$ cat src/rtl/hft_pkg.sv
// Shared order-path definitions: signal encodings, side bytes, message length, TX FSM states.
// Message length grows to 9 bytes when ORDER_TX_CHECKSUM_EN is defined.
package hft_pkg;

  localparam logic [1:0] SIG_NONE = 2'b00;
  localparam logic [1:0] SIG_BUY  = 2'b01;
  localparam logic [1:0] SIG_SELL = 2'b10;
  localparam logic [1:0] SIG_FLAT = 2'b11;

  localparam logic [7:0] SIDE_BUY  = 8'h01;
  localparam logic [7:0] SIDE_SELL = 8'h02;
  localparam logic [7:0] SIDE_FLAT = 8'h03;

  localparam logic [7:0] HDR_BYTE_DEF = 8'hA5;

`ifdef ORDER_TX_CHECKSUM_EN
  localparam int unsigned MSG_LEN = 9;
`else
  localparam int unsigned MSG_LEN = 8;
`endif
  localparam int unsigned MSG_W = MSG_LEN * 8;

  typedef enum logic {StIdle, StSend} tx_state_e;

  function automatic logic [7:0] side_byte(input logic [1:0] sig);
    logic [7:0] b;
    case (sig)
      SIG_BUY:  b = SIDE_BUY;
      SIG_SELL: b = SIDE_SELL;
      SIG_FLAT: b = SIDE_FLAT;
      default:  b = 8'h00;
    endcase
    return b;
  endfunction

endpackage

$ cat src/rtl/order_fifo.sv
// Synchronous FIFO; a push while full is taken when a pop happens in the same cycle.
module order_fifo #(
  parameter int unsigned DEPTH = 4,
  parameter int unsigned WIDTH = 34,
  localparam int unsigned AW = $clog2(DEPTH)
) (
  input  logic             clk,
  input  logic             reset,
  input  logic             push_i,
  input  logic             pop_i,
  input  logic [WIDTH-1:0] wdata_i,
  output logic [WIDTH-1:0] rdata_o,
  output logic             full_o,
  output logic             empty_o,
  output logic [AW:0]      count_o
);

  logic [WIDTH-1:0] mem_q [DEPTH];
  logic [AW-1:0]    wr_ptr_q, wr_ptr_d;
  logic [AW-1:0]    rd_ptr_q, rd_ptr_d;
  logic [AW:0]      count_q, count_d;
  logic             do_push, do_pop;

  assign empty_o = (count_q == '0);
  assign full_o  = (count_q == (AW+1)'(DEPTH));
  assign count_o = count_q;
  assign rdata_o = mem_q[rd_ptr_q];

  assign do_pop  = pop_i && !empty_o;
  assign do_push = push_i && (!full_o || do_pop);

  always_comb begin
    wr_ptr_d = wr_ptr_q;
    rd_ptr_d = rd_ptr_q;
    count_d  = count_q + (AW+1)'(do_push) - (AW+1)'(do_pop);
    if (do_push) wr_ptr_d = wr_ptr_q + 1'b1;
    if (do_pop)  rd_ptr_d = rd_ptr_q + 1'b1;
  end

  always_ff @(posedge clk or posedge reset) begin
    if (reset) begin
      wr_ptr_q <= '0;
      rd_ptr_q <= '0;
      count_q  <= '0;
    end else begin
      wr_ptr_q <= wr_ptr_d;
      rd_ptr_q <= rd_ptr_d;
      count_q  <= count_d;
    end
  end

  always_ff @(posedge clk) begin
    if (do_push) mem_q[wr_ptr_q] <= wdata_i;
  end

endmodule

$ cat src/rtl/order_tx_engine.sv
// Buffers alpha-core orders and serialises each into a fixed byte message on a valid/ready stream.
// Define ORDER_TX_CHECKSUM_EN to append an XOR checksum byte to every message.
module order_tx_engine
  import hft_pkg::*;
#(
  parameter int unsigned FIFO_DEPTH = 4,
  parameter int unsigned PRICE_W    = 32,
  parameter logic [7:0]  HDR_BYTE   = HDR_BYTE_DEF
) (
  input  logic               clk,
  input  logic               reset,
  input  logic               order_valid,
  input  logic [1:0]         order_signal,
  input  logic [PRICE_W-1:0] order_price,
  output logic [7:0]         tx_data,
  output logic               tx_valid,
  input  logic               tx_ready,
  output logic               tx_last,
  output logic               fifo_full,
  output logic [15:0]        drop_cnt,
  output logic [15:0]        sent_cnt,
  output logic               busy
);

  localparam int unsigned ENT_W = PRICE_W + 2;
  localparam int unsigned CW    = $clog2(FIFO_DEPTH) + 1;
  localparam logic [3:0]  LAST_IDX = 4'(MSG_LEN - 1);

  logic [ENT_W-1:0] head;
  logic             fifo_empty, push, pop, hs, last_hs;
  logic [CW-1:0]    fifo_count;
  logic [15:0]      msg_seq;

  tx_state_e        state_q, state_d;
  logic [MSG_W-1:0] msg_q, msg_d;
  logic [3:0]       idx_q, idx_d;
  logic [15:0]      seq_q, seq_d, sent_q, sent_d, drop_q, drop_d;
  logic             tx_valid_q, tx_valid_d, tx_last_q, tx_last_d;

  order_fifo #(
    .DEPTH (FIFO_DEPTH),
    .WIDTH (ENT_W)
  ) u_fifo (
    .clk     (clk),
    .reset   (reset),
    .push_i  (push),
    .pop_i   (pop),
    .wdata_i ({order_signal, order_price}),
    .rdata_o (head),
    .full_o  (fifo_full),
    .empty_o (fifo_empty),
    .count_o (fifo_count)
  );

  function automatic logic [MSG_W-1:0] build_msg(input logic [ENT_W-1:0] ent,
                                                 input logic [15:0] seq);
    logic [63:0] base;
    base = {HDR_BYTE, side_byte(ent[ENT_W-1 -: 2]), seq, ent[PRICE_W-1:0]};
`ifdef ORDER_TX_CHECKSUM_EN
    begin
      logic [7:0] csum;
      csum = 8'h00;
      for (int i = 0; i < 7; i++) csum ^= base[i*8 +: 8];
      return {base, csum};
    end
`else
    return base;
`endif
  endfunction

  assign push    = order_valid && (order_signal != SIG_NONE);
  assign hs      = tx_valid_q && tx_ready;
  assign last_hs = hs && tx_last_q;
  // Next order is loaded either from idle or on the closing handshake, so messages abut.
  assign pop     = !fifo_empty && ((state_q == StIdle) || last_hs);
  assign msg_seq = last_hs ? seq_q + 16'd1 : seq_q;

  always_comb begin
    state_d    = state_q;
    msg_d      = msg_q;
    idx_d      = idx_q;
    seq_d      = seq_q;
    sent_d     = sent_q;
    drop_d     = drop_q;
    tx_valid_d = tx_valid_q;
    tx_last_d  = tx_last_q;

    if (last_hs) begin
      sent_d     = sent_q + 16'd1;
      seq_d      = seq_q + 16'd1;
      state_d    = StIdle;
      tx_valid_d = 1'b0;
      tx_last_d  = 1'b0;
    end else if (hs) begin
      msg_d     = msg_q << 8;
      idx_d     = idx_q + 4'd1;
      tx_last_d = (idx_q + 4'd1 == LAST_IDX);
    end

    if (pop) begin
      msg_d      = build_msg(head, msg_seq);
      idx_d      = 4'd0;
      state_d    = StSend;
      tx_valid_d = 1'b1;
      tx_last_d  = 1'b0;
    end

    if (push && fifo_full && !pop && (drop_q != 16'hFFFF)) drop_d = drop_q + 16'd1;
  end

  always_ff @(posedge clk or posedge reset) begin
    if (reset) begin
      state_q    <= StIdle;
      msg_q      <= '0;
      idx_q      <= '0;
      seq_q      <= '0;
      sent_q     <= '0;
      drop_q     <= '0;
      tx_valid_q <= 1'b0;
      tx_last_q  <= 1'b0;
    end else begin
      state_q    <= state_d;
      msg_q      <= msg_d;
      idx_q      <= idx_d;
      seq_q      <= seq_d;
      sent_q     <= sent_d;
      drop_q     <= drop_d;
      tx_valid_q <= tx_valid_d;
      tx_last_q  <= tx_last_d;
    end
  end

  assign tx_data  = msg_q[MSG_W-1 -: 8];
  assign tx_valid = tx_valid_q;
  assign tx_last  = tx_last_q;
  assign drop_cnt = drop_q;
  assign sent_cnt = sent_q;
  assign busy     = (fifo_count != '0) || (state_q == StSend);

endmodule
$ cat config.mk
export PLATFORM = sky130hd
export DESIGN_NAME = order_tx_engine
export DESIGN_NICKNAME = d
export VERILOG_FILES = /design/src/rtl/hft_pkg.sv /design/src/rtl/order_fifo.sv /design/src/rtl/order_tx_engine.sv
export SDC_FILE = /design/constraint.sdc
export NUM_CORES = 1
export LEC_CHECK = 0
export ABC_CLOCK_PERIOD_IN_PS = 6520
export CORE_UTILIZATION = 40
export CTS_CLUSTER_DIAMETER = 120
export DETAILED_ROUTE_END_ITERATION = 12
export GPL_ROUTABILITY_DRIVEN = 1
export SETUP_SLACK_MARGIN = 0.5
export SLEW_MARGIN = 20
export SYNTH_ARGS = -nofsm -noshare
export SYNTH_HDL_FRONTEND = slang
export SYNTH_SLANG_ARGS = --single-unit
$ cat constraint.sdc
create_clock -name clk -period 6.52 [get_ports clk]
set_clock_uncertainty 0.15 [all_clocks]
set_input_delay 1.63 -clock clk [delete_from_list [all_inputs] [get_ports clk]]
set_output_delay 1.63 -clock clk [all_outputs]
set_load 0.02 [all_outputs]
# Yosys cells after proc, flatten, opt, wreduce, memory -nomap -nowiden
# Memories as Yosys holds them, arrays and structs flattened.
# Index checks and enable logic that the tools add are counted.
dict set report word_totals {
  out_inout_bits 44
  wordCells 64
  mem_count 1
  reg_bits 125
  inputBits 38
  ramBits 136
}
# name words width rd rd_ports_with_merged_regs wr line
set memory_table {}
lappend memory_table {u_fifo.mem_q 4 34 1 0 1 order_fifo.sv:18} ;# logic [WIDTH-1:0] mem_q [DEPTH];
dict set report classes {
  n_eq_ne 7
  bitwise 1
  muxes 15
  reduce_logical 22
  n_addsub 8
}
# cell n
set ops {}
lappend ops {{two-way mux 64 bit} 3}
lappend ops {{adder 16 x 1 -> 16 bit, second input constant} 3}
lappend ops {{two-way mux 16 bit} 1}
lappend ops {{!= test 16 bit, second input constant} 1}
lappend ops {{two-way mux 4 bit} 3}
lappend ops {{logical AND 1 bit} 9}
lappend ops {{two-way mux 1 bit} 7}
lappend ops {{one-hot mux 2 bit (3 select lines)} 1}
lappend ops {{nonzero test 2 bit} 3}
lappend ops {{nonzero test 3 bit} 2}
lappend ops {{adder 2 x 1 -> 2 bit, second input constant} 2}
lappend ops {{adder 4 x 1 -> 4 bit, second input constant} 1}
lappend ops {{== test 2 bit, second input constant} 2}
lappend ops {{== test 4 x 3 -> 1 bit, second input constant} 1}
lappend ops {{adder 3 x 1 -> 3 bit} 1}
lappend ops {{== test 3 bit, second input constant} 1}
lappend ops {{logical NOT 1 bit} 3}
lappend ops {{logical NOT 3 bit} 1}
lappend ops {{logical OR 1 bit} 3}
lappend ops {{subtractor 3 x 1 -> 3 bit} 1}
lappend ops {{== test 2 x 1 -> 1 bit, second input constant} 1}
lappend ops {{!= test 2 bit, second input constant} 1}
lappend ops {{AND reduction 2 bit} 1}
lappend ops {{inverter 1 bit} 1}

# Logic depth before layout (Yosys ltp)
# Gate-level depths: netlist (run 1).
dict set report logic_depth {
  word_depth 9
  depth_mapped 13
  depth_no_buf 10
}

# By module
# A second synthesis (run 1) with hierarchy kept.
dict set report hier_totals {
  cells_unflattened 730
  area_unflattened_um2 10616.4
}
# mod area_each_um2 seq_area_each_um2 instances cells_per_inst
set modules_own_cells {}
lappend modules_own_cells {order_fifo 5346.4 4259.1 1 214}
lappend modules_own_cells {order_tx_engine 5270.1 2952.8 1 516}

# Least setup slack after synthesis (run 1)
# Ideal clock, no wire load.
dict set report synth_path {
  path_kind {input to register}
  start {input tx_ready}
  end {register u_fifo.count_q[2] (netlist: u_fifo.count_o[2])}
  setup_ns 0.126
  n_path_buf 2
  stages 12
  slack_ns 2.751
  arrival_time_ns 3.493
  t_required_ns 6.244
  path_cell_list {a21bo_2 > nand2b_1 > inv_1 > clkbuf_1 > buf_1 > ha_1 > inv_1 > ha_1 > inv_1 > fa_1 > xnor2_1 > xnor2_1}
}
dict set report synth_between {
  elab_chain_len 9
}
# item line
set synth_lines {}
lappend synth_lines {{start, declared} order_tx_engine.sv:17} ;# input logic tx_ready,
lappend synth_lines {{logical AND 1 bit (*)} order_tx_engine.sv:72} ;# assign hs = tx_valid_q && tx_ready;
lappend synth_lines {{logical AND 1 bit (*)} order_tx_engine.sv:73} ;# assign last_hs = hs && tx_last_q;
lappend synth_lines {{logical OR 1 bit (*)} order_tx_engine.sv:75} ;# assign pop = !fifo_empty && ((state_q == StIdle) || last_hs);
lappend synth_lines {{logical AND 1 bit (*)} order_tx_engine.sv:75}
lappend synth_lines {{named net pop} order_tx_engine.sv:30} ;# logic fifo_empty, push, pop, hs, last_hs;
lappend synth_lines {{logical AND 1 bit (*)} order_fifo.sv:29} ;# assign do_pop = pop_i && !empty_o;
lappend synth_lines {{logical OR 1 bit} order_fifo.sv:30} ;# assign do_push = push_i && (!full_o || do_pop);
lappend synth_lines {{logical AND 1 bit} order_fifo.sv:30}
lappend synth_lines {{adder 3 x 1 -> 3 bit} order_fifo.sv:35} ;# count_d = count_q + (AW+1)'(do_push) - (AW+1)'(do_pop);
lappend synth_lines {{subtractor 3 x 1 -> 3 bit (*)} order_fifo.sv:35}
lappend synth_lines {{named net u_fifo.count_d[2]} order_fifo.sv:21} ;# logic [AW:0] count_q, count_d;
lappend synth_lines {{end signal, assigned} order_fifo.sv:48} ;# count_q <= count_d;
lappend synth_lines {{end, declared} order_fifo.sv:21}
# The timed path passes the listed nets; every way through them passes the cells marked *.
# A chain may end at the register's enable or synchronous reset.

# Worst setup path in the final report (run 1)
dict set report layout_path {
  start {register u_fifo.count_q[1] (netlist: u_fifo.count_o[1])}
  end {output busy}
}
dict set report layout_between {
  elab_chain_len 2
}
# item line
set layout_lines {}
lappend layout_lines {{nonzero test 3 bit} order_tx_engine.sv:138} ;# assign busy = (fifo_count != '0) || (state_q == StSend);
lappend layout_lines {{logical OR 1 bit} order_tx_engine.sv:138}
lappend layout_lines {{end, declared} order_tx_engine.sv:22} ;# output logic busy
# Every way passes these cells.

==> results.py, run 1 <==
metrics = {
    "status": {
        "outcome": "finished, final reports clean",
    },
    "drt": {
        "vias_per_cell": 5.25,
        "num_vias": 6032,
        "wire_per_inst_um": 17.5,
        "first_pass_iters": 4,
        "drc": 0,
        "ant_nets": 0,
        "first_iter_violations": 320,
        "wl_mm": 20.2,
    },
    "grt": {
        "antenna_found_initial": 0,
        "grt_max_degree": 84,
        "track_usage_pct": 15.7,
        "grt_pass1_wl_mm": 32.7,
        "grt_pass1_vias": 6147,
        "gr-total-overflow": 0,
    },
    "synth": {
        "synth_top_family_by_area": "simple AND/OR/NAND/NOR gates",
        "ys_ff_latch": 261,
        "yosys.area_share.xor_xnor_pct": 4.27,
        "ys.flop_type": "edfxtp_1",
        "syn_nets": 765,
        "yosysWarnings": 0,
        "muxShareOfSynthArea_pct": 7.56,
        "synth_fa_ha_area_share_pct": 1.51,
        "synthDistinctLibCells": 49,
        "seq_area_frac_synth_pct": 69.1,
        "synth_edf_count": 136,
        "postSynthCellCount": 715,
        "syn-cell-area_um2": 10400,
        "async_flop_share_pct": 47.9,
        "synth_compound_area_share_pct": 5.63,
        "synth-simple-area-share_pct": 9.42,
        "syn_area_per_cell_um2": 14.6,
    },
    "power": {
        "p_leak_nw": 4.85,
        "p_int_mw": 3.52,
        "p_clk_share_pct": 32.4,
        "power.density_nw_per_um2": 390,
        "p_switching_mw": 1.34,
        "p_comb_share_pct": 20.8,
        "peakVddDrop_mv": 0.247,
        "switching_share_pct": 27.6,
        "power_frac_seq_pct": 46.8,
        "power.total_mw": 4.87,
    },
    "clock_tree": {
        "clk_pin_slew_worst_paths_ps": 60,
        "cts-resized-gates": 0,
        "cts_setup_buffers": 0,
        "cts_tree": "yes",
        "h-tree-depth": 1,
        "hold_buffers": 0,
        "clock_sinks": 261,
        "cts_made_buffers": 28,
        "clock_path_buffers": 3,
        "clock_latency_ps": 540,
        "cts-root-buf": "clkbuf_16",
    },
    "setup_path": {
        "path_max_fanout": 6,
        "cp-start-kind": "flop",
        "crit_required_ps": 4740,
        "worstPathArrival_ps": 2280,
        "worstSetupPathType": "flop to output port",
        "cp_slowest_stage_delay_ps": 650,
        "end_kind": "output port",
        "slowest_stage": "nor3_1",
        "crit_chain": "nor3_1 > nand2b_1 > clkdlybuf4s50_1",
    },
    "layout": {
        "final_util_pct": 49.1,
        "n_fill_cell": 2218,
        "drive_gt1_share_pct": 11.8,
        "synthToLayoutAreaGrowth_pct": 19.6,
        "nets": 848,
        "diodes": 0,
        "final_cells": 1150,
    },
    "hold_path": {
        "worst_hold_path_type": "flop to flop",
    },
    "die": {
        "ioPinCount": 82,
        "std_cell_rows": 58,
        "initial_utilization_pct": 41.1,
        "fp.dieH_um": 163,
        "die_area_um2": 26700,
        "die_w_um": 163,
        "coreArea_um2": 25400,
    },
    "sta": {
        "slew_violations": 0,
        "final-setup-viol-count": 0,
        "min_period_ps": 4060,
        "worstMarginPinSlew_ps": 1080,
        "fmax_mhz": 246,
        "slew-limit-headroom_pct": 27.8,
        "post-route-period-util_pct": 62.3,
        "tns_ps": 0,
        "hold_viol_final": 0,
        "holdWs_ps": 312,
        "rsz0062_at_grt": "no",
    },
    "placed_design": {
        "place_congestion": 0.771,
        "portBuffers": 81,
        "hpwl_mm": 12.8,
        "dp_cells": 1098,
    },
    "job": {
        "cap_violations": 0,
    },
}
cells by family after synthesis:
| family | after synthesis |
|---|---|
| AO/OA/AOI/OAI | 84 |
| XOR/XNOR | 50 |
| adder cells (fa/ha/maj) | 12 |
| buffers and inverters | 56 |
| flip-flops | 261 |
| multiplexers | 36 |
| AND/OR/NAND/NOR | 216 |
synthesized netlist by cell type, types with 11 or more instances:
master | instances | share of area [%]
edfxtp_1 | 136 | 39
dfrtp_1 | 125 | 30
nor2_1 | 79 | 2.8
nand2_1 | 69 | 2.5
xnor2_1 | 37 | 3.1
mux4_2 | 34 | 7.3
o22ai_1 | 31 | 1.9
nand3_1 | 23 | 1.1
clkbuf_1 | 17 | 0.61
inv_1 | 17 | 0.61
a22o_1 | 16 | 1.3
nand4_1 | 14 | 0.84
o21ai_0 | 12 | 0.58
xor2_1 | 12 | 1.0
ha_1 | 11 | 1.3
power groups by stage:
stage | registers [mW] | clock network, mW | logic [mW]
3_5_place_dp | 2.32 | 0 | 1.03
2_1_floorplan | 2.24 | 0 | 0.752
3_3_place_gp | 2.30 | 0 | 1.01
4_1_cts | 2.28 | 1.61 | 1.04
6_report | 2.28 | 1.58 | 1.01
5_1_grt | 2.32 | 1.67 | 1.11
final timing paths:
| check | startpoint | endpoint | slack, ps | cells after the start |
|---|---|---|---|---|
| worst max-delay path | u_fifo.count_o[1] | busy | 2460 | 3 |
| worst min-delay path | msg_q[50] | msg_q[50] | 310 | 2 |
| worst max register to register | u_fifo.count_o[1] | u_fifo.count_o[2] | 3270 | 10 |
| worst min register to register | msg_q[50] | msg_q[50] | 310 | 2 |
| max in group asynchronous | reset | seq_q[10] | 3690 | 3 |
| min in group asynchronous | reset | drop_cnt[11] | 1460 | 2 |
worst max-delay path: cells and delay by family, from the launching register on:
kind	cells	cell delay [ps]
DFF	1	440
buffers and inverters	1	560
and+or+nand+nor	2	750
metrics by stage:
stage               worst slack, ps  cell area, um2
finish                         2460           12500
global route                   2230           12500
CTS                            2400           12500
detailed placement             1970           11600
global placement               2080           11600
floorplan                      1410           10400
cell usage in the layout, fill, tap and decap left out, drive strengths merged, types with 2 or more instances in the layout:
cell,count
and3,5
ha,11
clkbuf,36
nand2b,6
clkdlybuf4s50,81
a21oi,4
clkinv,11
nand2,69
mux4,34
o22ai,31
edfxtp,136
a22oi,2
dfrtp,125
xnor2,37
nand3,24
a22o,16
a21o,9
and2,4
buf,11
or2,3
mux2,2
nor3,6
nor2,79
inv,17
or4,2
xor2,13
bufinv,4
nand4,14
o21ai,12
layout make-up:
| type | count | area (um2) | share of cell area [%] |
|---|---|---|---|
| inverters | 17 | 68.8 | 0.552 |
| clock inverters | 16 | 171 | 1.37 |
| clock buffers | 36 | 752 | 6.03 |
| repair buffers | 92 | 893 | 7.16 |
| well taps | 330 | 413 | 3.31 |
| flip-flops and latches | 261 | 7210 | 57.8 |
| multi-input cells | 398 | 2970 | 23.8 |
registers in the layout (all words and copies together), names as in the netlist:
register,count
u_fifo.rd_ptr_q,2
tx_last,1
u_fifo.count_o,3
sent_cnt,16
tx_valid,1
u_fifo.mem_q,136
u_fifo.wr_ptr_q,2
idx_q,4
drop_cnt,16
msg_q,64
seq_q,16
per-layer routing:
metal,up-vias,track usage [%],wire length (um)
li1,2773,-,-
met1,3103,21.2,8950
met2,124,26.4,10100
met3,32,2.31,726
met4,0,4.00,416
met5,-,0,0
Note: power is estimated with default switching activity, not from simulation.
==> run 2, diff against run 1 <==
Settings changed: ABC_CLOCK_PERIOD_IN_PS 6520 to 4050.
Clock period 6.52 ns to 4.05 ns, I/O delays scaled along.
==> run 2 against run 1 <==
Against the previous run: global-route usage is 0.60 points higher; setup slack worse by 1700 ps; total power grew 62%; flip-flop and latch count unchanged; combinational power rose by 58%; wire length increased by 2.6%; clock power is 60% higher; critical path type unchanged; critical endpoint unchanged.
==> results.py, run 2 (synthesized netlist as in run 1, its figures left out) <==
metrics = {
    "layout": {
        "diodes": 0,
        "reg_top3": "u_fifo.mem_q x136, msg_q x64",
        "final_common_cell": "edfxtp_1",
        "drive_gt1_share_pct": 13.1,
        "synthToLayoutAreaGrowth_pct": 20.7,
        "mostFrequentLayoutCells": "edfxtp_1 (136), dfrtp_1 (123), clkdlybuf4s50_1 (81)",
        "largest_register": "u_fifo.mem_q",
        "nets": 853,
        "post-route-cell-area_um2": 12600,
        "largest_reg_flops": 136,
    },
    "power": {
        "p_clk_share_pct": 32.1,
        "p_int_mw": 5.67,
        "peakVddDrop_mv": 0.295,
        "p_leak_nw": 4.89,
        "power.total_mw": 7.88,
        "power_frac_seq_pct": 47.5,
        "switching_share_pct": 28.0,
        "power.density_nw_per_um2": 626,
        "p_comb_share_pct": 20.3,
        "p_switching_mw": 2.20,
    },
    "setup_path": {
        "worstRegToRegCells": 10,
        "end_kind": "output port",
        "worstReg2RegStart": "u_fifo.count_o[1]",
        "crit_chain": "nor3_2 > nand2b_1 > clkdlybuf4s50_1",
        "crit_required_ps": 2890,
        "rrSetupSlack_ps": 1420,
        "cp-start-kind": "flop",
        "cp_slowest_stage_delay_ps": 540,
        "critPathTopFamily": "simple AND/OR/NAND/NOR gates",
        "rr_endpoint": "u_fifo.count_o[2]",
        "worstSetupPathType": "flop to output port",
        "worstPathArrival_ps": 2080,
        "path_max_fanout": 6,
        "crit_buf_inv": 1,
        "slowest_stage": "clkdlybuf4s50_1",
    },
    "die": {
        "initial_utilization_pct": 41.1,
        "fp.dieH_um": 163,
        "die_w_um": 163,
        "die_area_um2": 26700,
        "std_cell_rows": 58,
        "ioPinCount": 82,
        "coreArea_um2": 25400,
    },
    "drt": {
        "drc": 0,
        "first_pass_iters": 4,
        "ant_nets": 0,
        "wire_per_inst_um": 17.9,
        "vias_per_cell": 5.24,
        "first_iter_violations": 311,
        "wl_mm": 20.7,
        "num_vias": 6051,
    },
    "clock_tree": {
        "h-tree-depth": 1,
        "cts_made_buffers": 28,
        "clk_pin_slew_worst_paths_ps": 60,
        "cts_setup_buffers": 0,
        "cts-root-buf": "clkbuf_16",
        "clock_path_buffers": 3,
        "clock_latency_ps": 540,
        "clock_sinks": 261,
        "cts_tree": "yes",
        "hold_buffers": 0,
    },
    "sta": {
        "final-setup-viol-count": 0,
        "hold_viol_final": 0,
        "tns_ps": 0,
        "min_period_ps": 3240,
        "worstMarginPinSlew_ps": 948,
        "fmax_mhz": 309,
        "rsz0062_at_grt": "no",
        "slew-limit-headroom_pct": 36.8,
        "slew_violations": 0,
        "post-route-period-util_pct": 80.0,
    },
    "hold_path": {
        "min_from": "msg_q[60]",
        "worst_hold_path_type": "flop to flop",
        "hold_end": "msg_q[60]",
        "min_path_cells": 2,
    },
    "placed_design": {
        "dpl-instance-area_um2": 11700,
        "portBuffers": 81,
        "place_congestion": 0.780,
        "hpwl_mm": 12.9,
    },
    "grt": {
        "track_usage_pct": 16.3,
        "antenna_found_initial": 0,
        "gr-total-overflow": 0,
        "grt_pass1_vias": 6435,
        "grt_max_degree": 58,
        "grt_pass1_wl_mm": 34.1,
    },
    "status": {
        "outcome": "finished, final reports clean",
    },
    "job": {
        "cap_violations": 0,
    },
}
==> run 2: cell count changes in the layout (fill, tap and decap cells not counted), sizes merged <==
cell      delta
clkinvlp     +1
clkinv       +2
clkbuf       -3
buf          +5
==> run 2: power groups by stage <==
stage	logic, mW	registers (mW)	clock network, mW
after floorplan	1.21	3.60	0
after global placement	1.59	3.77	0
after detailed placement	1.63	3.80	0
after CTS	1.64	3.76	2.59
after global routing	1.76	3.82	2.70
final	1.60	3.74	2.53
==> run 2: tightest hold or removal path: cells and delay by family (launching register included) <==
kind             cells  cell delay, ps
AND/OR/NAND/NOR      2             100
flip-flops           1             340
==> run 2: area by class of cell <==
type | count | area [um2]
inverters | 17 | 67.6
clock buffers | 33 | 719
clock inverters | 19 | 210
fillers | 2155 | 12800
multi-input cells | 398 | 2970
well taps | 330 | 413
repair buffers | 97 | 993
flip-flops and latches | 261 | 7210
==> run 2: how the worst max path moves through the flow <==
stage / startpoint / end / slack [ps] / cells past startpoint
3_3_place_gp: tx_ready / u_fifo.count_o[2] / 710 / 11
3_5_place_dp: tx_ready / u_fifo.count_o[2] / 660 / 11
2_1_floorplan: tx_ready / u_fifo.count_o[2] / 900 / 12
4_1_cts: u_fifo.count_o[1] / busy / 520 / 3
6_report: u_fifo.count_o[1] / busy / 810 / 3
5_1_grt: u_fifo.count_o[1] / busy / 690 / 3
==> run 2: per-layer routing <==
metal	vias to the layer above	GRT usage, %	part of all wire (%)
met5	-	0	0
met4	0	4.29	1.9
met3	38	2.46	3.4
met2	112	27.6	51
met1	3112	21.7	44
li1	2789	-	-
==> run 2: metrics by stage <==
step                      hold slack, ps  utilization, %  instances  setup WS, ps
after global routing                 347            49.6       1155           688
after floorplan                      283               -        715           898
final                                320            49.6       1155           809
after CTS                            323            49.5       1155           517
after global placement               306            45.9       1103           712
after detailed placement             309            45.9       1103           661
==> run 2: what timing repair did <==
item / 4_1_cts / 5_1_grt
endpoints found under the hold margin: 0 / 0
endpoints found under the setup margin: 0 / 1
gates resized for setup: 0 / 1
==> run 3, diff against run 2 <==
Settings changed: ABC_CLOCK_PERIOD_IN_PS 4050 to 2950.
Clock period 4.05 ns to 2.95 ns, I/O delays scaled along.
==> run 3 against run 2 <==
Against the previous run: clock power up 40%; first-iteration DRC count up 27%; sequential share of layout area down 0.98 points; die area unchanged; utilization up 0.88 points; via count about the same; final cell count up 1.6%; critical endpoint is now sent_cnt[15]; wire length down 0.67%; sequential power up 33%; combinational power up 52%; non-clock buffer count up 20; total power up 39%.
==> results.py, run 3 (synthesized netlist as in run 1, its figures left out) <==
metrics = {
    "status": {
        "outcome": "finished, final reports clean",
    },
    "drt": {
        "num_vias": 6057,
        "vias_per_cell": 5.16,
        "first_pass_iters": 4,
        "wire_per_inst_um": 17.5,
        "first_iter_violations": 394,
        "drc": 0,
        "wl_mm": 20.6,
        "ant_nets": 0,
    },
    "setup_path": {
        "path_max_fanout": 2,
        "crit_required_ps": 2060,
        "path_depth": 1,
        "end_kind": "output port",
        "critPathTopFamily": "buffers and inverters",
        "cp_slowest_stage_delay_ps": 610,
        "worstRegToRegCells": 11,
        "worstPathArrival_ps": 1500,
        "worstSetupPathType": "flop to output port",
        "slowest_stage": "clkdlybuf4s50_1",
        "cp-start-kind": "flop",
        "crit_buf_inv": 1,
        "crit_chain": "clkdlybuf4s50_1",
    },
    "hold_path": {
        "min_path_cells": 2,
        "worst_hold_path_type": "flop to flop",
    },
    "placed_design": {
        "place_congestion": 0.794,
        "hpwl_mm": 13.5,
        "pre_cts_slack_ps": 6.27,
        "portBuffers": 81,
    },
    "layout": {
        "mostFrequentLayoutCells": "edfxtp_1 (136), dfrtp_1 (121), nor2_1 (79)",
        "largest_register": "u_fifo.mem_q",
        "drive_gt1_share_pct": 17.0,
        "final_common_cell": "edfxtp_1",
        "n_fill_cell": 2207,
        "largest_reg_flops": 136,
        "synthToLayoutAreaGrowth_pct": 22.8,
        "diodes": 0,
        "nets": 872,
        "reg_top3": "u_fifo.mem_q x136, msg_q x64",
    },
    "sta": {
        "min_period_ps": 2390,
        "post-route-period-util_pct": 81.0,
        "slew_violations": 0,
        "slew-limit-headroom_pct": 60.6,
        "hold_viol_final": 0,
        "worstMarginPinSlew_ps": 589,
        "tns_ps": 0,
        "rsz0062_at_grt": "no",
        "finalWorstSetupSlack_ps": 560,
        "final-setup-viol-count": 0,
        "holdWs_ps": 319,
        "fmax_mhz": 418,
    },
    "clock_tree": {
        "h-tree-depth": 1,
        "clock_latency_ps": 530,
        "clock_path_buffers": 3,
        "cts_made_buffers": 27,
        "cts-root-buf": "clkbuf_16",
        "clk_pin_slew_worst_paths_ps": 60,
        "cts_tree": "yes",
        "hold_buffers": 0,
        "clock_sinks": 261,
    },
    "grt": {
        "grt_pass1_vias": 6367,
        "track_usage_pct": 16.2,
        "grt_max_degree": 62,
        "gr-total-overflow": 0,
        "grt_pass1_wl_mm": 33.8,
        "antenna_found_initial": 0,
    },
    "power": {
        "p_leak_nw": 5.18,
        "peakVddDrop_mv": 0.553,
        "power.density_nw_per_um2": 856,
    },
    "die": {
        "std_cell_rows": 58,
        "die_w_um": 163,
        "fp.dieH_um": 163,
        "ioPinCount": 82,
        "die_area_um2": 26700,
        "initial_utilization_pct": 41.1,
        "coreArea_um2": 25400,
    },
    "job": {
        "cap_violations": 0,
    },
}
[run 3: changes by cell type in the layout (fill, tap and decap cells not counted), moves of 3 or more]
cell / delta
clkinv_1: -5
dlymetal6s2s_1: +3
clkdlybuf4s50_1: -34
buf_12: +4
and2_2: +4
dlygate4sd2_1: +29
and2_1: -4
buf_4: +17
[run 3: final timing paths]
kind / from / to / slack [ps]
max reg2reg: u_fifo.count_o[0] / u_fifo.count_o[2] / 680
max: sent_cnt[15] / sent_cnt[15] / 560
min reg2reg: msg_q[53] / msg_q[53] / 320
min in group asynchronous: reset / msg_q[31] / 380
max in group asynchronous: reset / u_fifo.count_o[1] / 1630
min: msg_q[53] / msg_q[53] / 320
[run 3: repair_timing]
item	4_1_cts	5_1_grt
buffers inserted	1	4
pin swaps	0	4
cloned	0	0
gates resized for setup	37	9
endpoints found under the setup margin	31	10
[run 3: power by group]
part / total, mW / internal [mW] / switching (mW)
sequential: 4.99 / 4.56 / 0.430
combinational: 2.44 / 1.23 / 1.21
clock: 3.54 / 2.17 / 1.37
total: 11.0 / 7.95 / 3.01
[run 3: area by class of cell]
| cell class | count | area [um2] | area share, % |
|---|---|---|---|
| Tap cell | 330 | 413 | 3.22 |
| Timing Repair Buffer | 117 | 1160 | 9.03 |
| Clock buffer | 34 | 722 | 5.64 |
| Inverter | 17 | 67.6 | 0.527 |
| Multi-Input combinational cell | 398 | 3020 | 23.6 |
| Sequential cell | 261 | 7220 | 56.3 |
| Clock inverter | 16 | 214 | 1.67 |
[run 3: per-layer routing]
layer / track usage [%] / share of wire, % / wire length (um) / up-vias
li1: - / - / - / 2825
met1: 21.4 / 42 / 8720 / 3087
met2: 28.1 / 52 / 10600 / 113
met3: 2.41 / 3.8 / 791 / 32
met4: 3.83 / 2.1 / 431 / 0
met5: 0 / 0 / 0 / -
[run 3: tightest hold or removal path, stage by stage (launching register included)]
cell and delay [ps]:
dfrtp_1 340, nand2_1 50, nand2_1 50
[run 3: per-stage QoR]
stage          instance area [um2]  std cells  power, mW  utilization [%]
2_1_floorplan                10500        715       6.64                -
6_report                     12800       1173       11.0             50.4
5_1_grt                      12800       1173       11.5             50.4
3_3_place_gp                 11800       1118       7.46             46.6
3_5_place_dp                 11800       1118       7.55             46.6
4_1_cts                      12800       1169       11.1             50.2
